`src/rtl/io_pkg.sv`:
```
// -----------------------------------------------------------------------------
// io_pkg
//   Shared constants for the board I/O conditioning blocks.
//   IO_SW_WIDTH    : number of board switches feeding the core
//   IO_SYNC_STAGES : depth of the metastability synchroniser
//   IO_DB_CYCLES   : stable synchronised cycles needed to accept a change
//   db_cnt_w()     : width of a debounce counter able to hold 0..db
// -----------------------------------------------------------------------------
package io_pkg;

    localparam int IO_SW_WIDTH    = 32;
    localparam int IO_SYNC_STAGES = 2;
    localparam int IO_DB_CYCLES   = 16;

    function automatic int db_cnt_w(input int db);
        return $clog2(db + 1);
    endfunction

endpackage

```
`src/rtl/sw_db_cell.sv`:
```
// -----------------------------------------------------------------------------
// sw_db_cell
//   One switch bit: synchroniser chain, debounce counter, stable output
//   register and registered rise/fall pulses.
//   Ports:
//     i_clk    : system clock
//     i_reset  : asynchronous active-low reset
//     i_raw    : raw switch level, asynchronous to i_clk
//     o_stable : debounced level
//     o_rise   : one-cycle pulse when o_stable goes 0->1
//     o_fall   : one-cycle pulse when o_stable goes 1->0
//     o_busy   : a change is being counted (counter non-zero)
// -----------------------------------------------------------------------------
module sw_db_cell
    import io_pkg::*;
#(
    parameter int SYNC_STAGES = IO_SYNC_STAGES,
    parameter int DB_CYCLES   = IO_DB_CYCLES
) (
    input  logic i_clk,
    input  logic i_reset,
    input  logic i_raw,
    output logic o_stable,
    output logic o_rise,
    output logic o_fall,
    output logic o_busy
);

    localparam int             CW       = db_cnt_w(DB_CYCLES);
    localparam logic [CW-1:0]  CNT_LAST = CW'(DB_CYCLES - 1);

    logic [SYNC_STAGES-1:0] sync_q, sync_d;
    logic [CW-1:0]          cnt_q, cnt_d;
    logic                   stable_q, stable_d;
    logic                   rise_q, rise_d;
    logic                   fall_q, fall_d;
    logic                   s;

    assign sync_d = {sync_q[SYNC_STAGES-2:0], i_raw};
    assign s      = sync_q[SYNC_STAGES-1];

    // Any cycle where the synchronised level agrees with the accepted level
    // restarts the count, so bouncing never accumulates. The counter stops at
    // CNT_LAST: that cycle commits the new level instead of incrementing.
    always_comb begin
        cnt_d    = cnt_q;
        stable_d = stable_q;
        rise_d   = 1'b0;
        fall_d   = 1'b0;
        if (s == stable_q) begin
            cnt_d = '0;
        end else if (cnt_q == CNT_LAST) begin
            cnt_d    = '0;
            stable_d = s;
            rise_d   = s;
            fall_d   = ~s;
        end else begin
            cnt_d = cnt_q + CW'(1);
        end
    end

    always_ff @(posedge i_clk or negedge i_reset) begin
        if (!i_reset) begin
            sync_q   <= '0;
            cnt_q    <= '0;
            stable_q <= 1'b0;
            rise_q   <= 1'b0;
            fall_q   <= 1'b0;
        end else begin
            sync_q   <= sync_d;
            cnt_q    <= cnt_d;
            stable_q <= stable_d;
            rise_q   <= rise_d;
            fall_q   <= fall_d;
        end
    end

    assign o_stable = stable_q;
    assign o_rise   = rise_q;
    assign o_fall   = fall_q;
    assign o_busy   = (cnt_q != '0);

endmodule

```
`src/rtl/io_sw_debounce.sv`:
```
// -----------------------------------------------------------------------------
// io_sw_debounce
//   Conditions the board switch word before it reaches the core's i_io_sw.
//   Each bit is synchronised and debounced independently.
//   Ports:
//     i_clk     : system clock, all state on rising edge
//     i_reset   : asynchronous active-low reset; its release is expected to be
//                 already synchronised to i_clk by the system top, so no extra
//                 release stages are added here (keeps the release latency at
//                 exactly SYNC_STAGES + DB_CYCLES)
//     i_sw_raw  : raw switch levels, asynchronous to i_clk
//     o_io_sw   : debounced switch word
//     o_sw_rise : per-bit one-cycle pulse on 0->1 of o_io_sw
//     o_sw_fall : per-bit one-cycle pulse on 1->0 of o_io_sw
//     o_busy    : any bit has a change in progress
// -----------------------------------------------------------------------------
module io_sw_debounce
    import io_pkg::*;
#(
    parameter int WIDTH       = IO_SW_WIDTH,
    parameter int SYNC_STAGES = IO_SYNC_STAGES,
    parameter int DB_CYCLES   = IO_DB_CYCLES
) (
    input  logic             i_clk,
    input  logic             i_reset,
    input  logic [WIDTH-1:0] i_sw_raw,
    output logic [WIDTH-1:0] o_io_sw,
    output logic [WIDTH-1:0] o_sw_rise,
    output logic [WIDTH-1:0] o_sw_fall,
    output logic             o_busy
);

    if (SYNC_STAGES < 2) begin : g_bad_sync
        $error("io_sw_debounce: SYNC_STAGES must be >= 2");
    end
    if (DB_CYCLES < 1) begin : g_bad_db
        $error("io_sw_debounce: DB_CYCLES must be >= 1");
    end

    logic [WIDTH-1:0] busy_w;

    for (genvar k = 0; k < WIDTH; k++) begin : g_cell
        sw_db_cell #(
            .SYNC_STAGES (SYNC_STAGES),
            .DB_CYCLES   (DB_CYCLES)
        ) u_cell (
            .i_clk    (i_clk),
            .i_reset  (i_reset),
            .i_raw    (i_sw_raw[k]),
            .o_stable (o_io_sw[k]),
            .o_rise   (o_sw_rise[k]),
            .o_fall   (o_sw_fall[k]),
            .o_busy   (busy_w[k])
        );
    end

    assign o_busy = |busy_w;

endmodule

```
`config.mk`:
```
export PLATFORM = sky130hd
export DESIGN_NAME = io_sw_debounce
export DESIGN_NICKNAME = d
export VERILOG_FILES = /design/src/rtl/io_pkg.sv /design/src/rtl/sw_db_cell.sv /design/src/rtl/io_sw_debounce.sv
export SDC_FILE = /design/constraint.sdc
export NUM_CORES = 1
export LEC_CHECK = 0
export ABC_CLOCK_PERIOD_IN_PS = 2600
export CAP_MARGIN = 20
export CELL_PAD_IN_SITES_DETAIL_PLACEMENT = 0
export CELL_PAD_IN_SITES_GLOBAL_PLACEMENT = 1
export CORE_AREA = 2 2 175 177
export DETAILED_ROUTE_END_ITERATION = 12
export DIE_AREA = 0 0 177 179
export PLACE_DENSITY = 0.86
export SLEW_MARGIN = 10
export SYNTH_ARGS = -nofsm -noshare
export SYNTH_HDL_FRONTEND = slang
export SYNTH_SLANG_ARGS = --single-unit
export TNS_END_PERCENT = 50
```
`constraint.sdc`:
```
create_clock -name i_clk -period 2.6 [get_ports i_clk]
set_clock_uncertainty 0.2 [all_clocks]
set_input_delay 0.52 -clock i_clk [delete_from_list [all_inputs] [get_ports i_clk]]
set_output_delay 0.52 -clock i_clk [all_outputs]
set_load 0.005 [all_outputs]
```
Word level (Yosys, flattened, before mapping)
Index checks and enable logic that the tools add are counted.
Word-level totals
  register bits: 320
  latch bits: 0
  memory bits (writable): 0
  memory bits (read-only): 0
  input port bits: 34
  word-level logic and storage cells: 577
  memories: 0
Cells by class
  add/subtract/negate cells: 32
  multiply operators: 0
  divide/modulo/power cells: 0
  order comparisons: 0
  eq/ne operators: 64
  shifts and indexed selects: 0
  muxes and demuxes: 192
  bitwise operators: 64
  reduce and logical (&&, ||, !) cells: 65
Operators by type and width (count)
  $mux W5: 64
  $add A5 B1 Y5 const B: 32
  $eq A5 B4 Y1 const B: 32
  $reduce_bool A5 Y1: 32
  $mux W1: 128
  $not A1 Y1: 64
  $reduce_and A2 Y1: 32
  $eq A1 B1 Y1: 32
  $reduce_or A32 Y1: 1

Depth between registers and ports, before layout
  word-level depth: 3
  depth in mapped cells: 6

By module
Synthesis repeated with hierarchy kept, for this count alone.
Second synthesis, totals
  cells, all modules: 971
  area total of the unflattened synthesis: 12967.4 µm²
By module, submodules not included
  sw_db_cell: times used 32, cells an instance 30, area each 402.9 µm²
  io_sw_debounce: times used 1, cells an instance 11, area each 75.1 µm²

Worst setup path before layout
No wires, ideal clock.
  path type: register to output
  start point: register g_cell[2].u_cell.cnt_q[0]
  end point: output port o_busy
  arrival time: 1.258 ns
  data required time: 1.880 ns
  slack: 0.622 ns
  stages on the path, launching flop included: 7
  cell sequence: dfrtp_1 -> inv_1 -> ha_1 -> nor4b_1 -> nand4_1 -> nor4_1 -> nand3_1
On the way
  word-level cells in the longest chain between the ends: 2
RTL lines
  from (decl): line sw_db_cell.sv:33  | logic [CW-1:0] cnt_q, cnt_d;
  from (signal assigned): line sw_db_cell.sv:71  | cnt_q <= cnt_d;
  $reduce_bool A5 Y1: line sw_db_cell.sv:81  | assign o_busy = (cnt_q != '0);
  $reduce_or A32 Y1: line io_sw_debounce.sv:57  | assign o_busy = |busy_w;
  to (decl): line io_sw_debounce.sv:30  | output logic o_busy
Every way passes these cells.

Final worst setup path
  start point: register g_cell[8].u_cell.cnt_q[1]
  end point: output port o_busy
On the way
  word-level cells in the longest chain between the ends: 2
RTL lines (line)
  from (decl): sw_db_cell.sv:33
  from (signal assigned): sw_db_cell.sv:71
  $reduce_bool A5 Y1: sw_db_cell.sv:81
  $reduce_or A32 Y1: io_sw_debounce.sv:57
Every way passes these cells.

==> metrics <==
core region area 30000 um^2; Critical Path AT roughly 2.2 ns; Max Cap Viol 0; CTS root buf clkbuf_16; ranking of synthesized cells by area dfrtp_1, xor2_1, ha_1, buf_4, nor3b_1; post-DR vias/cell 4.70; design area approximately 16000 um^2; Async SR Flop Fraction 100%; placement row count 64; placed cell count around 1600; DR iter-0 viols 321; Placer Congestion between 0.7 and 0.8; I/O pins around 130; CTS sink count 320; failing checks setup timing; Psw ~2.4 mW; final net count roughly 1400; Placed Area ~15000 um^2; Die Wd between 150 and 200 um; grt ovf 0; hold crit path type reg -> reg; Seq pwr share roughly 48%; Synth Net Count 1166; Crit Path Max Fanout 2; Setup TNS -0.340 ns; DRC violations left 0; first drt pass iteration count 5; CTS tree yes; final wirelength 24000 um; Hold Fails Final Rpt 0; Fmax achieved approximately 0.34 GHz; Clock transition at path regs roughly 0.060 ns; Gate Count Post-Synth 1068; fin crit share 113%; TritonCTS buffer count 36; Filler cells 2530; dpl ws -0.452 ns; Fin Hold WS roughly 0.14 ns; die area ~32000 um^2; global-route usage over all layers 15.7%; Area Growth Syn to Fin 24.2%; Worst Setup Start Kind flip-flop; Comb pwr share ~7%; Distinct cells, synth 20; remaining antenna violation count after routing 0; routed len/inst approximately 14 um; register area share after synthesis approximately three fifths; Starting Density between 40% and 50%; Clock power frac a little under half; Rel. slew slack approximately 65%; post-synthesis area per instance 12.4 um^2; CP Class reg -> out; Top cell by count, worst path buf_4; post-synth top area cell dfrtp_1; Post-Syn Area 13200 um^2; vias in the first global route between 8000 and 9000; Switching Share between 20 and 25%; status finished, violations left; Bufs on Longest Clock Path 3; antenna diode count 0; Vias between 7000 and 8000; antenna violations before repair 0; Final min period about 3 ns; top-area cell type share of the netlist area 60.5%; H-tree depth 2; CP endpoint kind output port; final setup violating endpoints 1; Yosys reg bits 320; Warnings, synthesis 0; number of flops mapped to enable cells by yosys 0; maximum vdd ir drop approximately 400 uV; most instantiated cells after synthesis dfrtp_1, buf_4, xor2_1, nand3_1, nor2_1; Port-buffer cells 130; Post-synth top flop dfrtp_1; Pint ~8.5 mW; share of cells above drive strength 1 13.7%; Chip Height 179 um; count leader, synth dfrtp_1; Non-Filler Instances roughly 1700; critical-path cell list inv_1 -> ha_1 -> nor4b_4 -> buf_4 -> nand4_1 -> nor4_2 -> buf_4 -> nand3_1 -> buf_2; largest stage delay on the critical path between 0.3 and 0.4 ns; setup ws final -0.340 ns; pin count of the biggest net entering global routing slightly below 60; worst path required time roughly 1.9 ns; first-pass GRT wire length between 40000 and 50000 um; PD cells between 600 and 700 nW/um^2; RSZ-0062 raised after global routing true; critical path's slowest cell dfrtp_1; pins over their slew limit 0; hpwl dp about 17000 um; Clock Latency Late Sink 0.50 ns; Leak between 8 and 9 nW; worst-margin pin slew ~0.52 ns
## layer usage
metal,wire [um],up-vias,global-route usage (%)
met2,11600,134,26.3
met5,0,-,0
met3,1230,38,3.54
met4,450,0,4.17
met1,10600,3879,20.8
li1,-,3832,-
## power groups by stage
stage               combinational, mW  sequential [mW]  clock (mW)
finish                          0.742             5.27        4.96
global route                    0.854             5.30        5.30
CTS                             0.763             5.27        5.10
detailed placement              0.743             5.36           0
global placement                0.723             5.35           0
floorplan                       0.293             5.36           0
## worst max-delay path, delay by kind of cell (launching register included)
family        cells  cell delay, ns
fa+ha+maj         1            0.14
flops             1            0.37
buf+inv           4            0.53
simple gates      4            0.65
## path summary, 6_finish.rpt
kind / end / cells after the start / startpoint / slack [ns]
min in group asynchronous: g_cell[0].u_cell.sync_q[1] / 2 / i_reset / 0.35
min reg2reg: g_cell[26].u_cell.sync_q[1] / 0 / g_cell[26].u_cell.sync_q[0] / 0.14
max in group asynchronous: g_cell[24].u_cell.cnt_q[1] / 3 / i_reset / 1.14
min: g_cell[26].u_cell.sync_q[1] / 0 / g_cell[26].u_cell.sync_q[0] / 0.14
max reg2reg: g_cell[0].u_cell.o_stable / 5 / g_cell[0].u_cell.cnt_q[0] / 0.86
max: o_busy / 9 / g_cell[8].u_cell.cnt_q[1] / -0.34
## through the flow
step	power [mW]	utilization, %
after floorplan	5.65	-
after global placement	6.08	50.7
after detailed placement	6.10	50.7
after CTS	11.1	54.8
after global routing	11.5	54.8
final	11.0	54.8
## final cells by class
class,instances,area (um^2),share of cell area (%)
sequential,320,8010,48.7
multi-input combinational,588,4330,26.3
timing repair buffer,244,2210,13.4
clock buffer,55,1060,6.47
tap,396,495,3.01
inverter,64,240,1.46
clock inverter,9,105,0.639
## layout by cell type, fill, tap and decap left out, types with 37 or more instances in the layout
| cell type | n |
|---|---|
| clkbuf_16 | 37 |
| ha_1 | 64 |
| xor2_1 | 96 |
| and3_1 | 53 |
| clkdlybuf4s50_1 | 128 |
| inv_1 | 64 |
| buf_4 | 109 |
| and2_1 | 43 |
| nand3_1 | 65 |
| nor2_1 | 65 |
| dfrtp_1 | 320 |
| nor3b_1 | 64 |
## flip-flops by register name (all words and copies together), names as in the netlist
register                flops
g_cell.u_cell.o_rise       32
g_cell.u_cell.o_fall       32
g_cell.u_cell.cnt_q       160
g_cell.u_cell.o_stable     32
g_cell.u_cell.sync_q       64
## kinds of logic after synthesis
kind of cell             count (synthesis)  synth area share [%]
adder cells (fa/ha/maj)                 64                  6.05
XOR/XNOR                                96                  6.35
AND/OR/NAND/NOR                        396                  17.2
multiplexers                            32                  2.72
flip-flops                             320                  60.5
buffers and inverters                  160                  7.26
## repair_timing
item,4_1_cts,5_1_grt
hold buffers,1,0
setup buffers,0,0
pin swaps,1,0
setup endpoints to repair,1,1
gates resized for setup,11,1
endpoints found under the hold margin,45,0
Note: power is estimated with default switching activity, not from simulation.
